**src/rtl/axi_master_arbiter_pkg.sv**
```systemverilog
// Shared types for the AXI master arbiter: master indices and per-path FSM states.
package axi_master_arbiter_pkg;

  typedef enum logic [1:0] {AXI_M_ICACHE, AXI_M_DCACHE, AXI_M_UNCACHE} axi_master_e;

  typedef enum logic [1:0] {R_IDLE, R_ADDR, R_DATA} arb_rd_state_t;

  typedef enum logic [1:0] {W_IDLE, W_ADDR, W_DATA, W_RESP} arb_wr_state_t;

  localparam int unsigned AXI_LEN_W   = 8;
  localparam int unsigned AXI_SIZE_W  = 3;
  localparam int unsigned AXI_BURST_W = 2;
  localparam int unsigned AXI_RESP_W  = 2;

endpackage

```
**src/rtl/axi_master_arbiter_if.sv**
```systemverilog
// Bus bundle for the arbiter: per-master s_* slices plus the single m_* AXI3 port.
// Modport master is the arbiter's view; modport slave is the caches/CPU-port side.
interface axi_master_arbiter_if
  import axi_master_arbiter_pkg::*;
#(
  parameter int unsigned NM     = 3,
  parameter int unsigned ADDR_W = 32,
  parameter int unsigned DATA_W = 32,
  parameter int unsigned ID_W   = 4
);
  localparam int unsigned SW = DATA_W / 8;

  logic [NM*ADDR_W-1:0]      s_araddr;
  logic [NM*AXI_LEN_W-1:0]   s_arlen;
  logic [NM*AXI_SIZE_W-1:0]  s_arsize;
  logic [NM*AXI_BURST_W-1:0] s_arburst;
  logic [NM-1:0]             s_arvalid, s_arready;
  logic [DATA_W-1:0]         s_rdata;
  logic [AXI_RESP_W-1:0]     s_rresp;
  logic                      s_rlast;
  logic [NM-1:0]             s_rvalid, s_rready;
  logic [NM*ADDR_W-1:0]      s_awaddr;
  logic [NM*AXI_LEN_W-1:0]   s_awlen;
  logic [NM*AXI_SIZE_W-1:0]  s_awsize;
  logic [NM*AXI_BURST_W-1:0] s_awburst;
  logic [NM-1:0]             s_awvalid, s_awready;
  logic [NM*DATA_W-1:0]      s_wdata;
  logic [NM*SW-1:0]          s_wstrb;
  logic [NM-1:0]             s_wlast, s_wvalid, s_wready;
  logic [AXI_RESP_W-1:0]     s_bresp;
  logic [NM-1:0]             s_bvalid, s_bready;

  logic [ID_W-1:0]           m_arid, m_awid;
  logic [ADDR_W-1:0]         m_araddr, m_awaddr;
  logic [AXI_LEN_W-1:0]      m_arlen, m_awlen;
  logic [AXI_SIZE_W-1:0]     m_arsize, m_awsize;
  logic [AXI_BURST_W-1:0]    m_arburst, m_awburst;
  logic                      m_arvalid, m_arready, m_awvalid, m_awready;
  logic [DATA_W-1:0]         m_rdata, m_wdata;
  logic [AXI_RESP_W-1:0]     m_rresp, m_bresp;
  logic                      m_rlast, m_rvalid, m_rready;
  logic [SW-1:0]             m_wstrb;
  logic                      m_wlast, m_wvalid, m_wready;
  logic                      m_bvalid, m_bready;

  modport master (
    input  s_araddr, s_arlen, s_arsize, s_arburst, s_arvalid, s_rready,
           s_awaddr, s_awlen, s_awsize, s_awburst, s_awvalid,
           s_wdata, s_wstrb, s_wlast, s_wvalid, s_bready,
           m_arready, m_rdata, m_rresp, m_rlast, m_rvalid,
           m_awready, m_wready, m_bresp, m_bvalid,
    output s_arready, s_rdata, s_rresp, s_rlast, s_rvalid,
           s_awready, s_wready, s_bresp, s_bvalid,
           m_arid, m_araddr, m_arlen, m_arsize, m_arburst, m_arvalid, m_rready,
           m_awid, m_awaddr, m_awlen, m_awsize, m_awburst, m_awvalid,
           m_wdata, m_wstrb, m_wlast, m_wvalid, m_bready
  );

  modport slave (
    output s_araddr, s_arlen, s_arsize, s_arburst, s_arvalid, s_rready,
           s_awaddr, s_awlen, s_awsize, s_awburst, s_awvalid,
           s_wdata, s_wstrb, s_wlast, s_wvalid, s_bready,
           m_arready, m_rdata, m_rresp, m_rlast, m_rvalid,
           m_awready, m_wready, m_bresp, m_bvalid,
    input  s_arready, s_rdata, s_rresp, s_rlast, s_rvalid,
           s_awready, s_wready, s_bresp, s_bvalid,
           m_arid, m_araddr, m_arlen, m_arsize, m_arburst, m_arvalid, m_rready,
           m_awid, m_awaddr, m_awlen, m_awsize, m_awburst, m_awvalid,
           m_wdata, m_wstrb, m_wlast, m_wvalid, m_bready
  );

endinterface

```
**src/rtl/axi_master_arbiter_pick.sv**
```systemverilog
// Combinational grant picker. Fixed priority 1 > 2 > ... > NM-1 > 0 by default;
// round robin after last_gnt when ARB_ROUND_ROBIN_EN is defined.
module axi_arb_pick
  import axi_master_arbiter_pkg::*;
#(
  parameter int unsigned NM = 3,
  parameter int unsigned GW = 2
) (
  input  logic [NM-1:0] req,
  input  logic [GW-1:0] last_gnt,
  output logic [GW-1:0] gnt
);

  logic found;

`ifdef ARB_ROUND_ROBIN_EN
  always_comb begin
    gnt   = last_gnt;
    found = 1'b0;
    for (int unsigned k = 1; k <= NM; k++) begin
      if (!found && req[(32'(last_gnt) + k) % NM]) begin
        gnt   = GW'((32'(last_gnt) + k) % NM);
        found = 1'b1;
      end
    end
  end
`else
  // ICache (index 0) is the fallback: it wins only when no other master requests.
  always_comb begin
    gnt   = GW'(AXI_M_ICACHE);
    found = 1'b0;
    for (int unsigned i = 1; i < NM; i++) begin
      if (!found && req[i]) begin
        gnt   = GW'(i);
        found = 1'b1;
      end
    end
  end

  logic unused_pick;
  assign unused_pick = ^{last_gnt, req[0]};
`endif

endmodule

```
**src/rtl/axi_master_arbiter.sv**
```systemverilog
// NM-to-1 AXI3 arbiter: independent read/write FSMs, one outstanding burst per path,
// grant locked until last R beat / B handshake. Optional macro: ARB_ROUND_ROBIN_EN.
module axi_master_arbiter
  import axi_master_arbiter_pkg::*;
#(
  parameter int unsigned NM     = 3,
  parameter int unsigned ADDR_W = 32,
  parameter int unsigned DATA_W = 32,
  parameter int unsigned ID_W   = 4
) (
  input  logic                 clk,
  input  logic                 resetn,
  axi_master_arbiter_if.master bus
);

  localparam int unsigned GW = (NM > 1) ? $clog2(NM) : 1;
  localparam int unsigned SW = DATA_W / 8;

  arb_rd_state_t rd_st_q, rd_st_d;
  arb_wr_state_t wr_st_q, wr_st_d;
  logic [GW-1:0] rd_gnt_q, rd_gnt_d, wr_gnt_q, wr_gnt_d;
  logic [GW-1:0] rd_pick, wr_pick, rd_last_sel, wr_last_sel;

`ifdef ARB_ROUND_ROBIN_EN
  logic [GW-1:0] rd_last_q, rd_last_d, wr_last_q, wr_last_d;
  assign rd_last_sel = rd_last_q;
  assign wr_last_sel = wr_last_q;
`else
  assign rd_last_sel = GW'(NM - 1);
  assign wr_last_sel = GW'(NM - 1);
`endif

  axi_arb_pick #(.NM(NM), .GW(GW)) u_pick_ar (
    .req(bus.s_arvalid), .last_gnt(rd_last_sel), .gnt(rd_pick)
  );

  axi_arb_pick #(.NM(NM), .GW(GW)) u_pick_aw (
    .req(bus.s_awvalid), .last_gnt(wr_last_sel), .gnt(wr_pick)
  );

  // Routing is gated by state so idle paths and non-granted masters see all zeros.
  always_comb begin
    bus.s_arready = '0; bus.s_rvalid = '0; bus.s_awready = '0;
    bus.s_wready  = '0; bus.s_bvalid = '0;
    bus.s_rdata   = '0; bus.s_rresp  = '0; bus.s_rlast   = 1'b0; bus.s_bresp = '0;
    bus.m_arid    = '0; bus.m_araddr = '0; bus.m_arlen   = '0;
    bus.m_arsize  = '0; bus.m_arburst = '0; bus.m_arvalid = 1'b0; bus.m_rready = 1'b0;
    bus.m_awid    = '0; bus.m_awaddr = '0; bus.m_awlen   = '0;
    bus.m_awsize  = '0; bus.m_awburst = '0; bus.m_awvalid = 1'b0;
    bus.m_wdata   = '0; bus.m_wstrb  = '0; bus.m_wlast   = 1'b0; bus.m_wvalid = 1'b0;
    bus.m_bready  = 1'b0;
    if (rd_st_q == R_ADDR) bus.m_arid = ID_W'(rd_gnt_q);
    if (rd_st_q == R_DATA) begin
      bus.s_rdata = bus.m_rdata; bus.s_rresp = bus.m_rresp; bus.s_rlast = bus.m_rlast;
    end
    if (wr_st_q == W_ADDR) bus.m_awid = ID_W'(wr_gnt_q);
    if (wr_st_q == W_RESP) bus.s_bresp = bus.m_bresp;
    for (int unsigned i = 0; i < NM; i++) begin
      if (GW'(i) == rd_gnt_q) begin
        if (rd_st_q == R_ADDR) begin
          bus.m_arvalid    = bus.s_arvalid[i];
          bus.m_araddr     = bus.s_araddr[i*ADDR_W +: ADDR_W];
          bus.m_arlen      = bus.s_arlen[i*AXI_LEN_W +: AXI_LEN_W];
          bus.m_arsize     = bus.s_arsize[i*AXI_SIZE_W +: AXI_SIZE_W];
          bus.m_arburst    = bus.s_arburst[i*AXI_BURST_W +: AXI_BURST_W];
          bus.s_arready[i] = bus.m_arready;
        end
        if (rd_st_q == R_DATA) begin
          bus.s_rvalid[i] = bus.m_rvalid;
          bus.m_rready    = bus.s_rready[i];
        end
      end
      if (GW'(i) == wr_gnt_q) begin
        if (wr_st_q == W_ADDR) begin
          bus.m_awvalid    = bus.s_awvalid[i];
          bus.m_awaddr     = bus.s_awaddr[i*ADDR_W +: ADDR_W];
          bus.m_awlen      = bus.s_awlen[i*AXI_LEN_W +: AXI_LEN_W];
          bus.m_awsize     = bus.s_awsize[i*AXI_SIZE_W +: AXI_SIZE_W];
          bus.m_awburst    = bus.s_awburst[i*AXI_BURST_W +: AXI_BURST_W];
          bus.s_awready[i] = bus.m_awready;
        end
        if (wr_st_q == W_DATA) begin
          bus.m_wdata     = bus.s_wdata[i*DATA_W +: DATA_W];
          bus.m_wstrb     = bus.s_wstrb[i*SW +: SW];
          bus.m_wlast     = bus.s_wlast[i];
          bus.m_wvalid    = bus.s_wvalid[i];
          bus.s_wready[i] = bus.m_wready;
        end
        if (wr_st_q == W_RESP) begin
          bus.s_bvalid[i] = bus.m_bvalid;
          bus.m_bready    = bus.s_bready[i];
        end
      end
    end
  end

  always_comb begin
    rd_st_d  = rd_st_q;
    rd_gnt_d = rd_gnt_q;
    wr_st_d  = wr_st_q;
    wr_gnt_d = wr_gnt_q;
`ifdef ARB_ROUND_ROBIN_EN
    rd_last_d = rd_last_q;
    wr_last_d = wr_last_q;
`endif
    unique case (rd_st_q)
      R_IDLE: if (|bus.s_arvalid) begin
        rd_gnt_d = rd_pick;
        rd_st_d  = R_ADDR;
      end
      R_ADDR: if (bus.m_arvalid && bus.m_arready) rd_st_d = R_DATA;
      R_DATA: if (bus.m_rvalid && bus.m_rready && bus.m_rlast) begin
        rd_st_d = R_IDLE;
`ifdef ARB_ROUND_ROBIN_EN
        rd_last_d = rd_gnt_q;
`endif
      end
      default: rd_st_d = R_IDLE;
    endcase
    unique case (wr_st_q)
      W_IDLE: if (|bus.s_awvalid) begin
        wr_gnt_d = wr_pick;
        wr_st_d  = W_ADDR;
      end
      W_ADDR: if (bus.m_awvalid && bus.m_awready) wr_st_d = W_DATA;
      W_DATA: if (bus.m_wvalid && bus.m_wready && bus.m_wlast) wr_st_d = W_RESP;
      W_RESP: if (bus.m_bvalid && bus.m_bready) begin
        wr_st_d = W_IDLE;
`ifdef ARB_ROUND_ROBIN_EN
        wr_last_d = wr_gnt_q;
`endif
      end
    endcase
  end

  always_ff @(posedge clk) begin
    if (!resetn) begin
      rd_st_q  <= R_IDLE;
      wr_st_q  <= W_IDLE;
      rd_gnt_q <= '0;
      wr_gnt_q <= '0;
    end else begin
      rd_st_q  <= rd_st_d;
      wr_st_q  <= wr_st_d;
      rd_gnt_q <= rd_gnt_d;
      wr_gnt_q <= wr_gnt_d;
    end
  end

`ifdef ARB_ROUND_ROBIN_EN
  always_ff @(posedge clk) begin
    if (!resetn) begin
      rd_last_q <= GW'(NM - 1);
      wr_last_q <= GW'(NM - 1);
    end else begin
      rd_last_q <= rd_last_d;
      wr_last_q <= wr_last_d;
    end
  end
`endif

endmodule
```
**src/flat_wrapper.sv**
```systemverilog
// flat-port wrapper written by rule: the top's interface ports become plain ports
module axi_master_arbiter_flat import axi_master_arbiter_pkg::*;
#(
  parameter int unsigned NM     = 3,
  parameter int unsigned ADDR_W = 32,
  parameter int unsigned DATA_W = 32,
  parameter int unsigned ID_W   = 4
)
  (clk, resetn, bus_s_araddr, bus_s_arlen, bus_s_arsize, bus_s_arburst, bus_s_arvalid, bus_s_rready, bus_s_awaddr, bus_s_awlen, bus_s_awsize, bus_s_awburst, bus_s_awvalid, bus_s_wdata, bus_s_wstrb, bus_s_wlast, bus_s_wvalid, bus_s_bready, bus_m_arready, bus_m_rdata, bus_m_rresp, bus_m_rlast, bus_m_rvalid, bus_m_awready, bus_m_wready, bus_m_bresp, bus_m_bvalid, bus_s_arready, bus_s_rdata, bus_s_rresp, bus_s_rlast, bus_s_rvalid, bus_s_awready, bus_s_wready, bus_s_bresp, bus_s_bvalid, bus_m_arid, bus_m_araddr, bus_m_arlen, bus_m_arsize, bus_m_arburst, bus_m_arvalid, bus_m_rready, bus_m_awid, bus_m_awaddr, bus_m_awlen, bus_m_awsize, bus_m_awburst, bus_m_awvalid, bus_m_wdata, bus_m_wstrb, bus_m_wlast, bus_m_wvalid, bus_m_bready);
  axi_master_arbiter_if #(.NM(NM), .ADDR_W(ADDR_W), .DATA_W(DATA_W), .ID_W(ID_W)) bus_i ();
  input  logic clk;
  input  logic resetn;
  input wire logic [$bits(bus_i.s_araddr)-1:0] bus_s_araddr;
  input wire logic [$bits(bus_i.s_arlen)-1:0] bus_s_arlen;
  input wire logic [$bits(bus_i.s_arsize)-1:0] bus_s_arsize;
  input wire logic [$bits(bus_i.s_arburst)-1:0] bus_s_arburst;
  input wire logic [$bits(bus_i.s_arvalid)-1:0] bus_s_arvalid;
  input wire logic [$bits(bus_i.s_rready)-1:0] bus_s_rready;
  input wire logic [$bits(bus_i.s_awaddr)-1:0] bus_s_awaddr;
  input wire logic [$bits(bus_i.s_awlen)-1:0] bus_s_awlen;
  input wire logic [$bits(bus_i.s_awsize)-1:0] bus_s_awsize;
  input wire logic [$bits(bus_i.s_awburst)-1:0] bus_s_awburst;
  input wire logic [$bits(bus_i.s_awvalid)-1:0] bus_s_awvalid;
  input wire logic [$bits(bus_i.s_wdata)-1:0] bus_s_wdata;
  input wire logic [$bits(bus_i.s_wstrb)-1:0] bus_s_wstrb;
  input wire logic [$bits(bus_i.s_wlast)-1:0] bus_s_wlast;
  input wire logic [$bits(bus_i.s_wvalid)-1:0] bus_s_wvalid;
  input wire logic [$bits(bus_i.s_bready)-1:0] bus_s_bready;
  input wire logic [$bits(bus_i.m_arready)-1:0] bus_m_arready;
  input wire logic [$bits(bus_i.m_rdata)-1:0] bus_m_rdata;
  input wire logic [$bits(bus_i.m_rresp)-1:0] bus_m_rresp;
  input wire logic [$bits(bus_i.m_rlast)-1:0] bus_m_rlast;
  input wire logic [$bits(bus_i.m_rvalid)-1:0] bus_m_rvalid;
  input wire logic [$bits(bus_i.m_awready)-1:0] bus_m_awready;
  input wire logic [$bits(bus_i.m_wready)-1:0] bus_m_wready;
  input wire logic [$bits(bus_i.m_bresp)-1:0] bus_m_bresp;
  input wire logic [$bits(bus_i.m_bvalid)-1:0] bus_m_bvalid;
  output wire logic [$bits(bus_i.s_arready)-1:0] bus_s_arready;
  output wire logic [$bits(bus_i.s_rdata)-1:0] bus_s_rdata;
  output wire logic [$bits(bus_i.s_rresp)-1:0] bus_s_rresp;
  output wire logic [$bits(bus_i.s_rlast)-1:0] bus_s_rlast;
  output wire logic [$bits(bus_i.s_rvalid)-1:0] bus_s_rvalid;
  output wire logic [$bits(bus_i.s_awready)-1:0] bus_s_awready;
  output wire logic [$bits(bus_i.s_wready)-1:0] bus_s_wready;
  output wire logic [$bits(bus_i.s_bresp)-1:0] bus_s_bresp;
  output wire logic [$bits(bus_i.s_bvalid)-1:0] bus_s_bvalid;
  output wire logic [$bits(bus_i.m_arid)-1:0] bus_m_arid;
  output wire logic [$bits(bus_i.m_araddr)-1:0] bus_m_araddr;
  output wire logic [$bits(bus_i.m_arlen)-1:0] bus_m_arlen;
  output wire logic [$bits(bus_i.m_arsize)-1:0] bus_m_arsize;
  output wire logic [$bits(bus_i.m_arburst)-1:0] bus_m_arburst;
  output wire logic [$bits(bus_i.m_arvalid)-1:0] bus_m_arvalid;
  output wire logic [$bits(bus_i.m_rready)-1:0] bus_m_rready;
  output wire logic [$bits(bus_i.m_awid)-1:0] bus_m_awid;
  output wire logic [$bits(bus_i.m_awaddr)-1:0] bus_m_awaddr;
  output wire logic [$bits(bus_i.m_awlen)-1:0] bus_m_awlen;
  output wire logic [$bits(bus_i.m_awsize)-1:0] bus_m_awsize;
  output wire logic [$bits(bus_i.m_awburst)-1:0] bus_m_awburst;
  output wire logic [$bits(bus_i.m_awvalid)-1:0] bus_m_awvalid;
  output wire logic [$bits(bus_i.m_wdata)-1:0] bus_m_wdata;
  output wire logic [$bits(bus_i.m_wstrb)-1:0] bus_m_wstrb;
  output wire logic [$bits(bus_i.m_wlast)-1:0] bus_m_wlast;
  output wire logic [$bits(bus_i.m_wvalid)-1:0] bus_m_wvalid;
  output wire logic [$bits(bus_i.m_bready)-1:0] bus_m_bready;
  assign bus_i.s_araddr = bus_s_araddr;
  assign bus_i.s_arlen = bus_s_arlen;
  assign bus_i.s_arsize = bus_s_arsize;
  assign bus_i.s_arburst = bus_s_arburst;
  assign bus_i.s_arvalid = bus_s_arvalid;
  assign bus_i.s_rready = bus_s_rready;
  assign bus_i.s_awaddr = bus_s_awaddr;
  assign bus_i.s_awlen = bus_s_awlen;
  assign bus_i.s_awsize = bus_s_awsize;
  assign bus_i.s_awburst = bus_s_awburst;
  assign bus_i.s_awvalid = bus_s_awvalid;
  assign bus_i.s_wdata = bus_s_wdata;
  assign bus_i.s_wstrb = bus_s_wstrb;
  assign bus_i.s_wlast = bus_s_wlast;
  assign bus_i.s_wvalid = bus_s_wvalid;
  assign bus_i.s_bready = bus_s_bready;
  assign bus_i.m_arready = bus_m_arready;
  assign bus_i.m_rdata = bus_m_rdata;
  assign bus_i.m_rresp = bus_m_rresp;
  assign bus_i.m_rlast = bus_m_rlast;
  assign bus_i.m_rvalid = bus_m_rvalid;
  assign bus_i.m_awready = bus_m_awready;
  assign bus_i.m_wready = bus_m_wready;
  assign bus_i.m_bresp = bus_m_bresp;
  assign bus_i.m_bvalid = bus_m_bvalid;
  assign bus_s_arready = bus_i.s_arready;
  assign bus_s_rdata = bus_i.s_rdata;
  assign bus_s_rresp = bus_i.s_rresp;
  assign bus_s_rlast = bus_i.s_rlast;
  assign bus_s_rvalid = bus_i.s_rvalid;
  assign bus_s_awready = bus_i.s_awready;
  assign bus_s_wready = bus_i.s_wready;
  assign bus_s_bresp = bus_i.s_bresp;
  assign bus_s_bvalid = bus_i.s_bvalid;
  assign bus_m_arid = bus_i.m_arid;
  assign bus_m_araddr = bus_i.m_araddr;
  assign bus_m_arlen = bus_i.m_arlen;
  assign bus_m_arsize = bus_i.m_arsize;
  assign bus_m_arburst = bus_i.m_arburst;
  assign bus_m_arvalid = bus_i.m_arvalid;
  assign bus_m_rready = bus_i.m_rready;
  assign bus_m_awid = bus_i.m_awid;
  assign bus_m_awaddr = bus_i.m_awaddr;
  assign bus_m_awlen = bus_i.m_awlen;
  assign bus_m_awsize = bus_i.m_awsize;
  assign bus_m_awburst = bus_i.m_awburst;
  assign bus_m_awvalid = bus_i.m_awvalid;
  assign bus_m_wdata = bus_i.m_wdata;
  assign bus_m_wstrb = bus_i.m_wstrb;
  assign bus_m_wlast = bus_i.m_wlast;
  assign bus_m_wvalid = bus_i.m_wvalid;
  assign bus_m_bready = bus_i.m_bready;
  axi_master_arbiter #(.NM(NM), .ADDR_W(ADDR_W), .DATA_W(DATA_W), .ID_W(ID_W)) u_core (.clk(clk), .resetn(resetn), .bus(bus_i));
endmodule
```
**config.mk**
```make
export PLATFORM = sky130hd
export DESIGN_NAME = axi_master_arbiter_flat
export DESIGN_NICKNAME = d
export VERILOG_FILES = /design/src/rtl/axi_master_arbiter_pkg.sv /design/src/rtl/axi_master_arbiter_if.sv /design/src/rtl/axi_master_arbiter_pick.sv /design/src/rtl/axi_master_arbiter.sv /design/src/flat_wrapper.sv
export SDC_FILE = /design/constraint.sdc
export NUM_CORES = 1
export LEC_CHECK = 0
export CELL_PAD_IN_SITES_DETAIL_PLACEMENT = 1
export CELL_PAD_IN_SITES_GLOBAL_PLACEMENT = 2
export CORE_AREA = 10 10 237 239
export DETAILED_ROUTE_END_ITERATION = 6
export DIE_AREA = 0 0 247 249
export PLACE_DENSITY = 0.85
export SLEW_MARGIN = 25
export SYNTH_ARGS = -nofsm -noshare
export SYNTH_HDL_FRONTEND = slang
export SYNTH_SLANG_ARGS = --single-unit
```
**constraint.sdc**
```tcl
create_clock -name clk -period 1.54 [get_ports clk]
set_input_delay 0.308 -clock clk [delete_from_list [all_inputs] [get_ports clk]]
set_output_delay 0.308 -clock clk [all_outputs]
set_load 0.005 [all_outputs]
```
Yosys cells after proc, flatten, opt, wreduce, memory -nomap -nowiden. Cells that the tools add are included.

Register bits after elaboration: 8. Output and inout port bits: 192. Input bits: 440.

Equal/unequal tests: 16. Multiplexer cells: 137. Reductions and logical operators: 21.

Operator list (count): 32-bit 2-to-1 mux (19); 8-bit 2-to-1 mux (12); 1-bit 2-to-1 mux (61); 2-bit 2-to-1 mux (25); 3-bit 2-to-1 mux (12); 4-bit 2-to-1 mux (6); 2-bit inequality test, second input constant (5); 1-bit logical AND (9); 2-bit zero test (4); 2-bit case mux with 4 select lines (1); 2-bit equality test, second input constant (3); 2-bit case mux with 3 select lines (1); 3-bit OR reduction (2); 1-bit by 2-bit equality test with 1-bit output, first input constant (2); 2-bit by 1-bit equality test with 1-bit output, second input constant (2); 2-bit equality test, first input constant (2); 2-bit by 1-bit inequality test with 1-bit output, second input constant (2); 2-bit AND reduction (2); 4-bit AND reduction (1); 3-bit AND reduction (1); 1-bit zero test (2).

Logic depth before layout (Yosys ltp).
Depth in word-level cells: 11. Gate-level depth with buffers: 7.

By module. From an unflattened synthesis, not the netlist that was laid out.

Cell total of the unflattened synthesis: 717. Area total of the unflattened synthesis: 4316.6 µm².

Modules (own cells, without submodules): axi_master_arbiter (cells an instance 713, area each 4296.6 µm², seq. area each 160.2 µm², times used 1); axi_arb_pick (cells an instance 2, area each 10.0 µm², seq. area each 0.0 µm², times used 2).

Worst setup path before layout. No wires, ideal clock.

Path type: flip-flop to output port. From: reg u_core.wr_gnt_q[0]. To: out bus_m_wdata[0]. Stages on the path, launching flop included: 8. Required time: 1232 ps. Path slack: -39 ps. Path buffers: 4. Arrival: 1271 ps. Cells stage by stage: dfxtp_1 buf_2 buf_6 buf_6 buf_6 mux2i_1 o21ai_1 and2_1.

Longest elaborated chain between the ends: 6. Elaborated cells on any way between the ends: 8.

RTL lines: from (decl) (line axi_master_arbiter.sv:21) `logic [GW-1:0] rd_gnt_q, rd_gnt_d, wr_gnt_q, wr_gnt_d;`; from (signal assigned) (line axi_master_arbiter.sv:146) `wr_gnt_q <= wr_gnt_d;`; 2-bit zero test (line axi_master_arbiter.sv:73) `if (GW'(i) == wr_gnt_q) begin`; 32-bit 2-to-1 mux (line axi_master_arbiter.sv:73); 32-bit 2-to-1 mux (line axi_master_arbiter.sv:82) `if (wr_st_q == W_DATA) begin`; 32-bit 2-to-1 mux (line axi_master_arbiter.sv:73); 32-bit 2-to-1 mux (line axi_master_arbiter.sv:82); 32-bit 2-to-1 mux * (line axi_master_arbiter.sv:73); to (decl) (line flat_wrapper.sv:60) `output wire logic [$bits(bus_i.m_wdata)-1:0] bus_m_wdata;`.

Mark *: on every way between the ends. The rest lies on a longest branch, timed or not.

Worst setup path after layout.
From: reg u_core.wr_gnt_q[0]. To: out bus_m_awlen[0].

Longest elaborated chain between the ends: 6. Elaborated cells on any way between the ends: 8.

RTL lines: 2-bit zero test (line axi_master_arbiter.sv:73); 8-bit 2-to-1 mux (line axi_master_arbiter.sv:73); 8-bit 2-to-1 mux (line axi_master_arbiter.sv:74) `if (wr_st_q == W_ADDR) begin`; 8-bit 2-to-1 mux (line axi_master_arbiter.sv:73); 8-bit 2-to-1 mux (line axi_master_arbiter.sv:74); 8-bit 2-to-1 mux * (line axi_master_arbiter.sv:73); to (decl) (line flat_wrapper.sv:56) `output wire logic [$bits(bus_i.m_awlen)-1:0] bus_m_awlen;`.

Marks and branches as above.

==> results by stage <==
Worst setup path:
- The critical path's slowest cell is sky130_fd_sc_hd__dfxtp_4.
- The buffers plus inverters on the worst setup path is 7.
- Data arrives at the worst endpoint at 1.90 ns.
- In this run the worst path has a maximum fanout of 5.
- The worst register-to-register path ends at u_core.wr_st_q[1]$_SDFFE_PN0P_.
- On the worst path, the slowest cell contributes a delay of 0.37 ns.
- The startpoint of the most critical register-to-register path is u_core.wr_gnt_q[0]$_SDFFE_PN0P_.
- Grouping stages by cell kind, the critical path spends the most delay in buffers and inverters.
- The worst setup path is captured at an output port.
- The worst setup path category is flip-flop to output port.
- The critical path goes through and2b_4, buf_12, buf_12, buf_12, buf_6, buf_8, buf_6, nand2_2, o21ai_2, and2_4, buf_6.
- The kind of start point of the critical path is a flip-flop.
- Across all register-to-register paths, the minimum setup slack is -0.55 ns.
- The number of cells traversed by the worst register-to-register path is 11.
- For the worst setup path, the data required time is 1.23 ns.

Floorplanning:
- During I/O placement, the number of pins put on the boundary was 632.
- For this configuration, the core starts out at a cell density of 0.0786.
- The die area is 61500 um2.
- The site row count is 83.
- From left edge to right edge, the die measures 247 um.
- The floorplan die height is 249 um.
- The core region is 51200 um2.

Status:
- The final reports fail on setup timing.
- The flow ran to the end, but the final reports show violations.

Routing:
- After detailed routing, the number of remaining DRC violations is 0.
- The first-pass iteration count of the detailed router is 5.
- The average wire per standard cell is 24.9 um.
- The routed design has 53100 um of wire.
- The detail route stage leaves a number of antenna-violating nets equal to 0.
- The per-cell via count in the routed design is 3.99.
- The number of vias in the routed layout is 8505.
- The initial detailed-routing violation count is 324.

CTS:
- For the worst-skew pair, the clock arrives at the later sink with an insertion delay of 0.25 ns.
- Clock-pin slew was measured on the worst setup and hold paths at 0.05 ns.
- CTS built an H-tree with a depth of 1.
- TritonCTS built the clock tree.
- The CTS root buffer is sky130_fd_sc_hd__clkbuf_16.
- The maximum buffer depth of the clock tree is 2.
- The number of buffers created by CTS is 3.
- The tree built by TritonCTS fans out to 8 sinks.

Synth:
- The number of enable-type register cells in the synthesized netlist is 0.
- The cell count after synthesis is 622.
- After synthesis the netlist holds a flip-flop and latch count of 8.
- The post-synthesis instance area is 4030 um2.
- The proportion of synthesized chip area in sequential cells is 0.0398.
- During synthesis, Yosys emitted a total of 0 warnings.
- Each instance of the synthesized netlist takes up on average 6.47 um2.
- The fraction of registers with async set or reset after synthesis is 0.
- The area share of the largest cell type after synthesis is 0.216.
- Yosys attributes the largest share of cell area to sky130_fd_sc_hd__mux2i_1 22%, sky130_fd_sc_hd__and2_1 20%, sky130_fd_sc_hd__a222oi_1 11%.
- The count of distinct cell types in the synthesized netlist is 35.
- The biggest area contributor in the post-synthesis netlist is sky130_fd_sc_hd__mux2i_1.
- Among all flip-flop cells after synthesis, the most frequent one is sky130_fd_sc_hd__dfxtp_1.

STA:
- The final cycle utilization of the critical path is 1.43.
- Setup violations remaining at the end of the flow were counted as 192.
- Hold is met by 0.542 ns.
- The final number of max-transition violations is 0.
- Setup total negative slack on the finished layout was measured at -85.19 ns.
- The minimum clock period after layout is 2.21 ns.
- Setup repair after global routing could not meet its margin everywhere.
- Timing would allow up to 453 MHz.
- Across all setup checks in the final design, the least slack found is -0.665 ns.
- The count of final hold-check violations is 0.
- For the final database, setup skew stands at 0.000375 ns.

Cells and area:
- The multi-input gate area in the final layout is 4290 um2.
- The cell area after layout is 14700 um2.
- The layout cell share with drive strength beyond 1 is 0.459.
- The layout has 5992 filler cells.
- The area taken by flip-flops and latches is 190 um2.
- The final layout contains 1897 nets.
- The post-synthesis to final-layout area growth is 265%.

Placement:
- The detailed placement HPWL is 37600 um.
- The cell area after placement is 11600 um2.
- The count of buffers from port buffering is 627.
- OpenSTA, run right after detailed placement, puts the worst setup slack at -0.794 ns.
- Routability-driven placement finished with a final weighted congestion of 0.907.

Pwr:
- Of the total power, the share spent switching nets is 0.397.
- The total internal power is 6.29 mW.
- Of the total power, combinational logic draws 0.921.
- The design draws 10.4 mW.
- The power density normalized to cell area is 709 nW/um2.
- The net load switching power is 4.13 mW.
- The share of total power dissipated in the clock network is 0.046.
- The share of total power dissipated in sequential elements is 0.033.
- For this design the static power due to leakage is 6.43 nW.
- The worst supply voltage drop on vdd is 0.351 mV.

Hold path:
- The beginning of the worst hold path is u_core.wr_st_q[0]$_SDFFE_PN0P_.
- The end of the worst hold path is u_core.wr_st_q[0]$_SDFFE_PN0P_.
- The cell depth of the worst hold path is 1.
- In this run the worst hold path is classified as flip-flop to flip-flop.

Job:
- Across the run, the number of max-cap violations was 0.

Global routing:
- The global-route wire length before repair is 67000 um.
- The overall global routing resource usage is 0.146.
- The overflow left after global routing is 0.
- Entering global routing, the biggest net connects 45 pins.
- The number of global-route vias before repair is 9263.
- The number of antenna violations at the first check in global routing was 6.
cell families after synthesis:
group,after synthesis,share of synthesized area
and+or+nand+nor,256,0.338
DFF,8,0.0398
muxes,87,0.216
other,1,0.000931
AOI/OAI and AO/OA,149,0.253
buffers and inverters,117,0.140
adders and majority gates,4,0.0124
stage by stage:
stage / cells / utilization
floorplan: 625 / -
finish: 2134 / 0.287
global placement: 1945 / 0.227
detailed placement: 1945 / 0.227
CTS: 2074 / 0.260
global route: 2134 / 0.287
worst max-delay path by stage:
stage                                    start               end  cells after the start
6_report       u_core.wr_gnt_q[0]$_SDFFE_PN0P_    bus_m_awlen[0]                     11
5_1_grt        u_core.wr_gnt_q[0]$_SDFFE_PN0P_    bus_m_awlen[0]                     11
4_1_cts        u_core.wr_gnt_q[0]$_SDFFE_PN0P_   bus_m_wdata[27]                     11
3_5_place_dp                   bus_s_arsize[7]   bus_m_arsize[1]                      5
3_3_place_gp                   bus_s_arsize[1]   bus_m_arsize[1]                      5
2_1_floorplan  u_core.rd_gnt_q[1]$_SDFFE_PN0P_  bus_m_araddr[12]                      6
metal layers:
| metal | part of all wire | global-route usage |
|---|---|---|
| met1 | 0.34 | 0.139 |
| met2 | 0.55 | 0.290 |
| met3 | 0.078 | 0.0418 |
| met4 | 0.033 | 0.0453 |
| met5 | 0.00030 | 0 |
placed cells by master (no fill, tap or decap), types with 13 or more instances in the layout:
| cell type | n |
|---|---|
| sky130_fd_sc_hd__clkdlybuf4s50_1 | 439 |
| sky130_fd_sc_hd__buf_6 | 161 |
| sky130_fd_sc_hd__buf_2 | 114 |
| sky130_fd_sc_hd__buf_4 | 79 |
| sky130_fd_sc_hd__and2_1 | 71 |
| sky130_fd_sc_hd__mux2i_1 | 61 |
| sky130_fd_sc_hd__and2_4 | 57 |
| sky130_fd_sc_hd__o21ai_1 | 53 |
| sky130_fd_sc_hd__inv_1 | 48 |
| sky130_fd_sc_hd__a222oi_1 | 45 |
| sky130_fd_sc_hd__nand2_2 | 38 |
| sky130_fd_sc_hd__nand2_1 | 33 |
| sky130_fd_sc_hd__buf_12 | 32 |
| sky130_fd_sc_hd__buf_8 | 32 |
| sky130_fd_sc_hd__o21ai_2 | 28 |
| sky130_fd_sc_hd__nand2_4 | 18 |
| sky130_fd_sc_hd__mux2i_2 | 13 |
| sky130_fd_sc_hd__mux2i_4 | 13 |
| sky130_fd_sc_hd__clkbuf_16 | 13 |
registers in the layout, indices dropped and copies added, names as in the netlist:
signal           cells
u_core.rd_st_q       2
u_core.wr_gnt_q      2
u_core.wr_st_q       2
u_core.rd_gnt_q      2
cell usage after synthesis, drive strengths merged (2+ instances only):
library cell,instances
mux2i,87
and2,128
nor3,7
inv,53
o21ai,89
clkbuf,19
a222oi,45
dfxtp,8
buf,45
nand2,91
nor2,15
nand3b,3
nor4bb,2
a22oi,5
a32oi,2
ha,4
a21oi,2
nand2b,4
power by group through the flow:
stage | registers, mW | logic, mW | clock network (mW)
2_1_floorplan | 0.287 | 2.48 | 0
3_3_place_gp | 0.309 | 6.54 | 0
3_5_place_dp | 0.312 | 6.62 | 0
4_1_cts | 0.349 | 8.57 | 0.509
5_1_grt | 0.352 | 10.2 | 0.522
6_report | 0.345 | 9.59 | 0.482
timing repair:
action / in CTS / in global routing
hold buffers: 0 / 0
resized for setup: 864 / 412
buffers inserted: 113 / 74
pin swaps: 73 / 187
setup endpoints to repair: 192 / 191
gates cloned: 16 / 15
worst reg2reg max path: stages (launching register included):
cell and delay, ns:
sky130_fd_sc_hd__dfxtp_4 0.35, sky130_fd_sc_hd__buf_12 0.13, sky130_fd_sc_hd__buf_16 0.15, sky130_fd_sc_hd__buf_12 0.14, sky130_fd_sc_hd__buf_8 0.12, sky130_fd_sc_hd__buf_6 0.11, sky130_fd_sc_hd__mux2i_2 0.15, sky130_fd_sc_hd__o21ai_2 0.14
sky130_fd_sc_hd__buf_4 0.12, sky130_fd_sc_hd__nand4_1 0.16, sky130_fd_sc_hd__a21oi_2 0.24, sky130_fd_sc_hd__mux2i_1 0.20
layout make-up:
| type | count | share of cell area |
|---|---|---|
| multi-input cells | 500 | 0.292 |
| diodes | 2 | 0.000340 |
| inverters | 53 | 0.0139 |
| well taps | 680 | 0.0579 |
| repair buffers | 887 | 0.618 |
| flip-flops and latches | 8 | 0.0129 |
| clock buffers | 4 | 0.00536 |
Note: power is estimated with default switching activity, not from simulation.
